[config.mk]
export PLATFORM = sky130hd
export DESIGN_NAME = spi_regmap_bridge
export DESIGN_NICKNAME = d
export VERILOG_FILES = /design/src/rtl/spi_regmap_bridge.sv
export SDC_FILE = /design/constraint.sdc
export NUM_CORES = 1
export LEC_CHECK = 0
export CELL_PAD_IN_SITES_DETAIL_PLACEMENT = 0
export CELL_PAD_IN_SITES_GLOBAL_PLACEMENT = 2
export CORE_ASPECT_RATIO = 1.1
export CORE_UTILIZATION = 38
export CTS_BUF_LIST = sky130_fd_sc_hd__clkbuf_4 sky130_fd_sc_hd__clkbuf_8
export CTS_CLUSTER_SIZE = 30
export DETAILED_ROUTE_END_ITERATION = 6
export PLACE_DENSITY_LB_ADDON = 0.08
export SETUP_SLACK_MARGIN = 0.05
export SYNTH_ARGS = -nofsm -noshare
export SYNTH_HDL_FRONTEND = slang
export SYNTH_SLANG_ARGS = --single-unit
[constraint.sdc]
create_clock -name clk_i -period 4.95 [get_ports clk_i]
set_input_delay 1.485 -clock clk_i [delete_from_list [all_inputs] [get_ports clk_i]]
set_output_delay 1.485 -clock clk_i [all_outputs]
set_load 0.03 [all_outputs]
[src/rtl/spi_regmap_bridge.sv]
// SPI mode-0 slave that converts host frames (command byte + data bytes) into
// register-bus read/write accesses, with burst addressing and MISO read-back.
module spi_regmap_bridge #(
    parameter int ADDR_WIDTH = 7,
    parameter int DATA_WIDTH = 8,
    parameter int ACC_CYCLES = 3
) (
    input  logic                  clk_i,
    input  logic                  rst_i,
    input  logic                  sclk_i,
    input  logic                  cs_n_i,
    input  logic                  mosi_i,
    output logic                  miso_o,
    output logic                  miso_oe_o,
    output logic [ADDR_WIDTH-1:0] addr_o,
    output logic [DATA_WIDTH-1:0] write_data_o,
    output logic                  write_en_o,
    output logic                  read_en_o,
    input  logic [DATA_WIDTH-1:0] read_data_i,
    output logic                  abort_o
);
    localparam int CMD_BITS = ADDR_WIDTH + 1;
    localparam int SHIFT_W  = (CMD_BITS > DATA_WIDTH) ? CMD_BITS : DATA_WIDTH;
    localparam int CNT_W    = $clog2(SHIFT_W + 1);
    localparam int ACC_W    = $clog2(ACC_CYCLES + 1);

    localparam logic [CNT_W-1:0] CMD_LAST  = CNT_W'(CMD_BITS - 1);
    localparam logic [CNT_W-1:0] DATA_LAST = CNT_W'(DATA_WIDTH - 1);
    localparam logic [ACC_W-1:0] ACC_LAST  = ACC_W'(ACC_CYCLES - 1);
    localparam logic [ACC_W-1:0] ACC_DONE  = ACC_W'(ACC_CYCLES);
    // Bit order {sclk, cs_n, mosi}; cs_n settles high so reset looks deselected.
    localparam logic [2:0] SYNC_INIT = 3'b010;

    typedef enum logic [2:0] {IDLE, CMD, RD_ACC, DATA, WR_ACC} state_t;

    logic [2:0] pad_vec;
    logic [2:0] sync_vec;
    assign pad_vec = {sclk_i, cs_n_i, mosi_i};

    for (genvar gi = 0; gi < 3; gi++) begin : g_sync
        logic meta_reg;
        logic stable_reg;
        always_ff @(posedge clk_i) begin
            if (rst_i) begin
                meta_reg   <= SYNC_INIT[gi];
                stable_reg <= SYNC_INIT[gi];
            end else begin
                meta_reg   <= pad_vec[gi];
                stable_reg <= meta_reg;
            end
        end
        assign sync_vec[gi] = stable_reg;
    end

    logic sclk_s;
    logic cs_s;
    logic mosi_s;
    logic sclk_d_reg;
    logic sclk_rise;
    logic sclk_fall;

    assign sclk_s    = sync_vec[2];
    assign cs_s      = sync_vec[1];
    assign mosi_s    = sync_vec[0];
    assign sclk_rise = sclk_s & ~sclk_d_reg;
    assign sclk_fall = ~sclk_s & sclk_d_reg;

    always_ff @(posedge clk_i) begin
        if (rst_i) begin
            sclk_d_reg <= 1'b0;
        end else begin
            sclk_d_reg <= sclk_s;
        end
    end

    state_t                state_reg;
    logic [CNT_W-1:0]      bit_cnt_reg;
    logic [ACC_W-1:0]      acc_cnt_reg;
    logic [SHIFT_W-2:0]    shift_reg;
    logic [SHIFT_W-1:0]    shift_next;
    logic [DATA_WIDTH-1:0] tx_reg;
    logic                  is_read_reg;
    logic [ADDR_WIDTH-1:0] addr_reg;
    logic [DATA_WIDTH-1:0] write_data_reg;
    logic                  write_en_reg;
    logic                  read_en_reg;
    logic                  abort_reg;
    logic                  miso_reg;
    logic                  miso_oe_reg;

    assign shift_next = {shift_reg, mosi_s};

    always_ff @(posedge clk_i) begin
        if (rst_i) begin
            state_reg      <= IDLE;
            bit_cnt_reg    <= '0;
            acc_cnt_reg    <= '0;
            shift_reg      <= '0;
            tx_reg         <= '0;
            is_read_reg    <= 1'b0;
            addr_reg       <= '0;
            write_data_reg <= '0;
            write_en_reg   <= 1'b0;
            read_en_reg    <= 1'b0;
            abort_reg      <= 1'b0;
            miso_reg       <= 1'b0;
            miso_oe_reg    <= 1'b0;
        end else begin
            abort_reg   <= 1'b0;
            miso_oe_reg <= ~cs_s;
            case (state_reg)
                IDLE: begin
                    bit_cnt_reg  <= '0;
                    miso_reg     <= 1'b0;
                    write_en_reg <= 1'b0;
                    read_en_reg  <= 1'b0;
                    if (!cs_s) begin
                        state_reg <= CMD;
                    end
                end
                CMD: begin
                    if (sclk_rise && bit_cnt_reg == CMD_LAST) begin
                        addr_reg    <= shift_next[ADDR_WIDTH-1:0];
                        is_read_reg <= shift_next[ADDR_WIDTH];
                        bit_cnt_reg <= '0;
                        acc_cnt_reg <= '0;
                        if (shift_next[ADDR_WIDTH]) begin
                            read_en_reg <= 1'b1;
                            state_reg   <= RD_ACC;
                        end else begin
                            state_reg <= DATA;
                        end
                    end else if (cs_s) begin
                        abort_reg <= (bit_cnt_reg != '0) || sclk_rise;
                        state_reg <= IDLE;
                    end else if (sclk_rise) begin
                        shift_reg   <= shift_next[SHIFT_W-2:0];
                        bit_cnt_reg <= bit_cnt_reg + CNT_W'(1);
                    end
                end
                DATA: begin
                    // A final rise wins over a simultaneous deselect: the byte is complete.
                    if (sclk_rise && bit_cnt_reg == DATA_LAST) begin
                        bit_cnt_reg <= '0;
                        acc_cnt_reg <= '0;
                        if (is_read_reg) begin
                            addr_reg    <= addr_reg + ADDR_WIDTH'(1);
                            read_en_reg <= 1'b1;
                            state_reg   <= RD_ACC;
                        end else begin
                            write_data_reg <= shift_next[DATA_WIDTH-1:0];
                            write_en_reg   <= 1'b1;
                            state_reg      <= WR_ACC;
                        end
                    end else if (cs_s) begin
                        abort_reg <= (bit_cnt_reg != '0) || sclk_rise;
                        state_reg <= IDLE;
                    end else if (sclk_rise) begin
                        shift_reg   <= shift_next[SHIFT_W-2:0];
                        bit_cnt_reg <= bit_cnt_reg + CNT_W'(1);
                    end else if (sclk_fall && is_read_reg && bit_cnt_reg != '0) begin
                        // The fall that trails a byte boundary has nothing new to shift.
                        tx_reg   <= {tx_reg[DATA_WIDTH-2:0], 1'b0};
                        miso_reg <= tx_reg[DATA_WIDTH-2];
                    end
                end
                RD_ACC: begin
                    acc_cnt_reg <= acc_cnt_reg + ACC_W'(1);
                    if (acc_cnt_reg == ACC_LAST) begin
                        read_en_reg <= 1'b0;
                    end
                    if (acc_cnt_reg == ACC_DONE) begin
                        tx_reg <= read_data_i;
                        if (cs_s) begin
                            miso_reg  <= 1'b0;
                            state_reg <= IDLE;
                        end else begin
                            miso_reg  <= read_data_i[DATA_WIDTH-1];
                            state_reg <= DATA;
                        end
                    end
                end
                WR_ACC: begin
                    acc_cnt_reg <= acc_cnt_reg + ACC_W'(1);
                    if (acc_cnt_reg == ACC_LAST) begin
                        write_en_reg <= 1'b0;
                        addr_reg     <= addr_reg + ADDR_WIDTH'(1);
                        state_reg    <= cs_s ? IDLE : DATA;
                    end
                end
                default: begin
                    state_reg <= IDLE;
                end
            endcase
        end
    end

    assign miso_o       = miso_reg;
    assign miso_oe_o    = miso_oe_reg;
    assign addr_o       = addr_reg;
    assign write_data_o = write_data_reg;
    assign write_en_o   = write_en_reg;
    assign read_en_o    = read_en_reg;
    assign abort_o      = abort_reg;
endmodule

==> impl_metrics.json <==
{
  "outcome": "complete, no violations",
  "setup_tns_ns": 0,
  "worstSetupPathType": "reg -> out",
  "route.detailed.drc": 0,
  "slowest_stage": "clkdlybuf4s50_1",
  "routed_wl_um": 5980,
  "cts_tree": "done",
  "whs_ns": 0.419,
  "synth_top_family_by_area": "simple AND/OR/NAND/NOR gates",
  "critPathBufInv": 1,
  "dp_hpwl_um": 4040,
  "fin_crit_ns": 2.94,
  "cp_max_fo": 6,
  "yosysWarnings": 0,
  "cts_resized": 0,
  "fmaxAchievable_ghz": 0.340,
  "drive_above_1_share_pct": 6.21,
  "synth_edf_count": 0,
  "routed-wl-met2_um": 2820,
  "max-vdd-ir-drop_mv": 0.155,
  "r2r-end": "addr_o[0]",
  "routedWlPerCell_um": 15.4,
  "floorplan.die_area_mm2": 0.00710,
  "clk_root_buffer_cell": "clkbuf_8",
  "via_per_inst": 5.37,
  "regToRegStartpoint": "state_reg[0]",
  "final_hold_viol_count": 0,
  "cp_slowest_stage_delay_ns": 0.71,
  "report.final.slew_viol_count": 0,
  "worstMarginPinSlew_ns": 0.789,
  "synth_area_mm2": 0.00257,
  "wl_met3_um": 120,
  "hp-start": "g_sync[1].meta_reg",
  "synthMuxAreaShare_pct": 11.7,
  "synth-simple-area-share_pct": 21.1,
  "die_h_um": 88.3,
  "fin_worst_skew_ns": 0.00704,
  "port-buffer-count": 32,
  "synth-async-reset-ratio_pct": 0,
  "antenna_cells": 0,
  "worst_hold_path.num_cells": 1,
  "leakagePower_nw": 1.05,
  "core_mm2": 0.00656,
  "topRoutingLayerUsed": "met4",
  "maxCapViolCount": 0,
  "place_congestion": 0.734,
  "drt_iter0_markers": 63,
  "first_pass_iters": 5,
  "crit_path_start_kind": "register",
  "htreeDepth": 2,
  "start_util_pct": 39.2,
  "crit_chain": "clkdlybuf4s50_1",
  "cts.path.max_buffers": 2,
  "max-slew-margin-rel_pct": 47.4,
  "nets": 324,
  "cp-end-kind": "primary output",
  "yosys_register_bits": 51,
  "post_cts.repair.setup_buffers": 0,
  "worstSkewPairLatency_ns": 0.31,
  "rows": 31,
  "required_ns": 3.46,
  "vias": 2084,
  "cts_buffers": 5,
  "r2r_slack_ns": 2.69,
  "syn_nets": 301,
  "seq_area_frac_synth_pct": 39.7,
  "grt_max_degree": 52,
  "synthAdderAreaFrac_pct": 2.43,
  "timing.final.crit_share_pct": 59.5,
  "ant_nets": 0,
  "hold_path.class": "reg -> reg",
  "die_w_um": 80.4,
  "cp.arrival_ns": 1.46,
  "path_clk_slew_ns": 0.09,
  "setup_violations": 0,
  "grt_pass1_vias": 1898,
  "rsz0062_at_grt": "no",
  "rr_worst_depth": 4,
  "largest_reg_flops": 8,
  "cpLargestDelayFamily": "buffers and inverters",
  "cts_sinks": 51,
  "track_usage_pct": 17.9,
  "io_pins": 33,
  "ys_types": 53,
  "wl_met1_um": 2990,
  "grt_overflow": 0,
  "syn_area_per_cell_um2": 9.08,
  "p_per_area_mw_per_mm2": 245,
  "p_total_uw": 737,
  "area_growth_syn_to_layout_pct": 16.9,
  "synth_compound_area_share_pct": 19.0,
  "synth-xor-area-share_pct": 0.341,
  "n_fill_cell": 676,
  "grt_first_pass_wirelength_um": 9740,
  "hold_buffers": 0,
  "startpoint": "addr_o[2]",
  "synthFlopType": "dfxtp_1",
  "antenna_found_initial": 0,
  "worst-path-stages": 1,
  "cp-endpoint": "addr_o[2]",
  "syn_inst": 283
}
-- cell families after synthesis --
kind of cell	count (synthesis)
AND/OR/NAND/NOR	97
flip-flops	51
AO/OA/AOI/OAI	72
adder cells (fa/ha/maj)	5
XOR/XNOR	1
multiplexers	30
buffers and inverters	27
-- worst min path at each step --
stage | slack [ns] | to
2_1_floorplan | 0.39 | cs_s
3_3_place_gp | 0.40 | cs_s
3_5_place_dp | 0.40 | cs_s
4_1_cts | 0.42 | cs_s
5_1_grt | 0.43 | cs_s
6_report | 0.42 | cs_s
-- Yosys cell counts, types with 6 or more instances --
master | count | area (um2)
a211oi_1 | 6 | 45.0
a21oi_1 | 20 | 100
clkbuf_1 | 9 | 33.8
dfxtp_1 | 51 | 1020
inv_1 | 8 | 30.0
mux2i_1 | 30 | 300
nand2_1 | 10 | 37.5
nand2b_1 | 6 | 37.5
nand3_1 | 8 | 40.0
nor2_1 | 30 | 113
nor2b_1 | 9 | 56.3
o21ai_0 | 15 | 75.1
or3_1 | 7 | 43.8
-- cell usage in the layout, fill, tap and decap left out, types with 3 or more instances in the layout --
master,Yosys,routed
clkbuf_8,0,5
a211oi_1,6,6
a21oi_1,20,20
mux2i_1,30,30
inv_1,8,8
nor3_1,3,3
nor3b_1,5,5
dfxtp_1,51,51
buf_4,2,3
nand2_1,10,10
o31ai_1,5,5
ha_1,5,5
nand2b_1,6,6
nor2_1,30,30
or3_1,7,7
o311ai_0,3,3
nand3_1,8,8
a221oi_1,3,3
nor2b_1,9,9
clkdlybuf4s50_1,0,31
o21ai_0,15,15
-- routing by layer --
layer  up-vias  GRT usage, %
li1       1074             -
met5         -             0
met1       982          24.7
met3         4          3.09
met2        24          28.5
met4         0          5.36
-- through the flow --
stage | utilization, % | setup WS (ns) | cell area, um2 | cells
6_report | 45.8 | 2.01 | 3010 | 388
3_3_place_gp | 44.2 | 2.22 | 2900 | 381
2_1_floorplan | - | 2.60 | 2570 | 283
4_1_cts | 45.8 | 2.00 | 3010 | 388
3_5_place_dp | 44.2 | 2.19 | 2900 | 381
5_1_grt | 45.8 | 1.94 | 3010 | 388
-- power by group --
part	leakage, nW	internal, mW	switching [mW]
Sequential	0.412	0.413	0.00549
Clock	0.0502	0.148	0.141
Combinational	0.587	0.0145	0.0153
-- cell type report --
cell class	instances	area, um2	share of cell area, %
well taps	82	103	3.41
flip-flops and latches	51	1020	34.0
clock buffers	5	68.8	2.29
clock inverters	2	37.5	1.25
multi-input cells	205	1410	46.8
inverters	8	30.0	0.999
repair buffers	35	338	11.2
No activity file was read; power rests on OpenSTA's default activity.
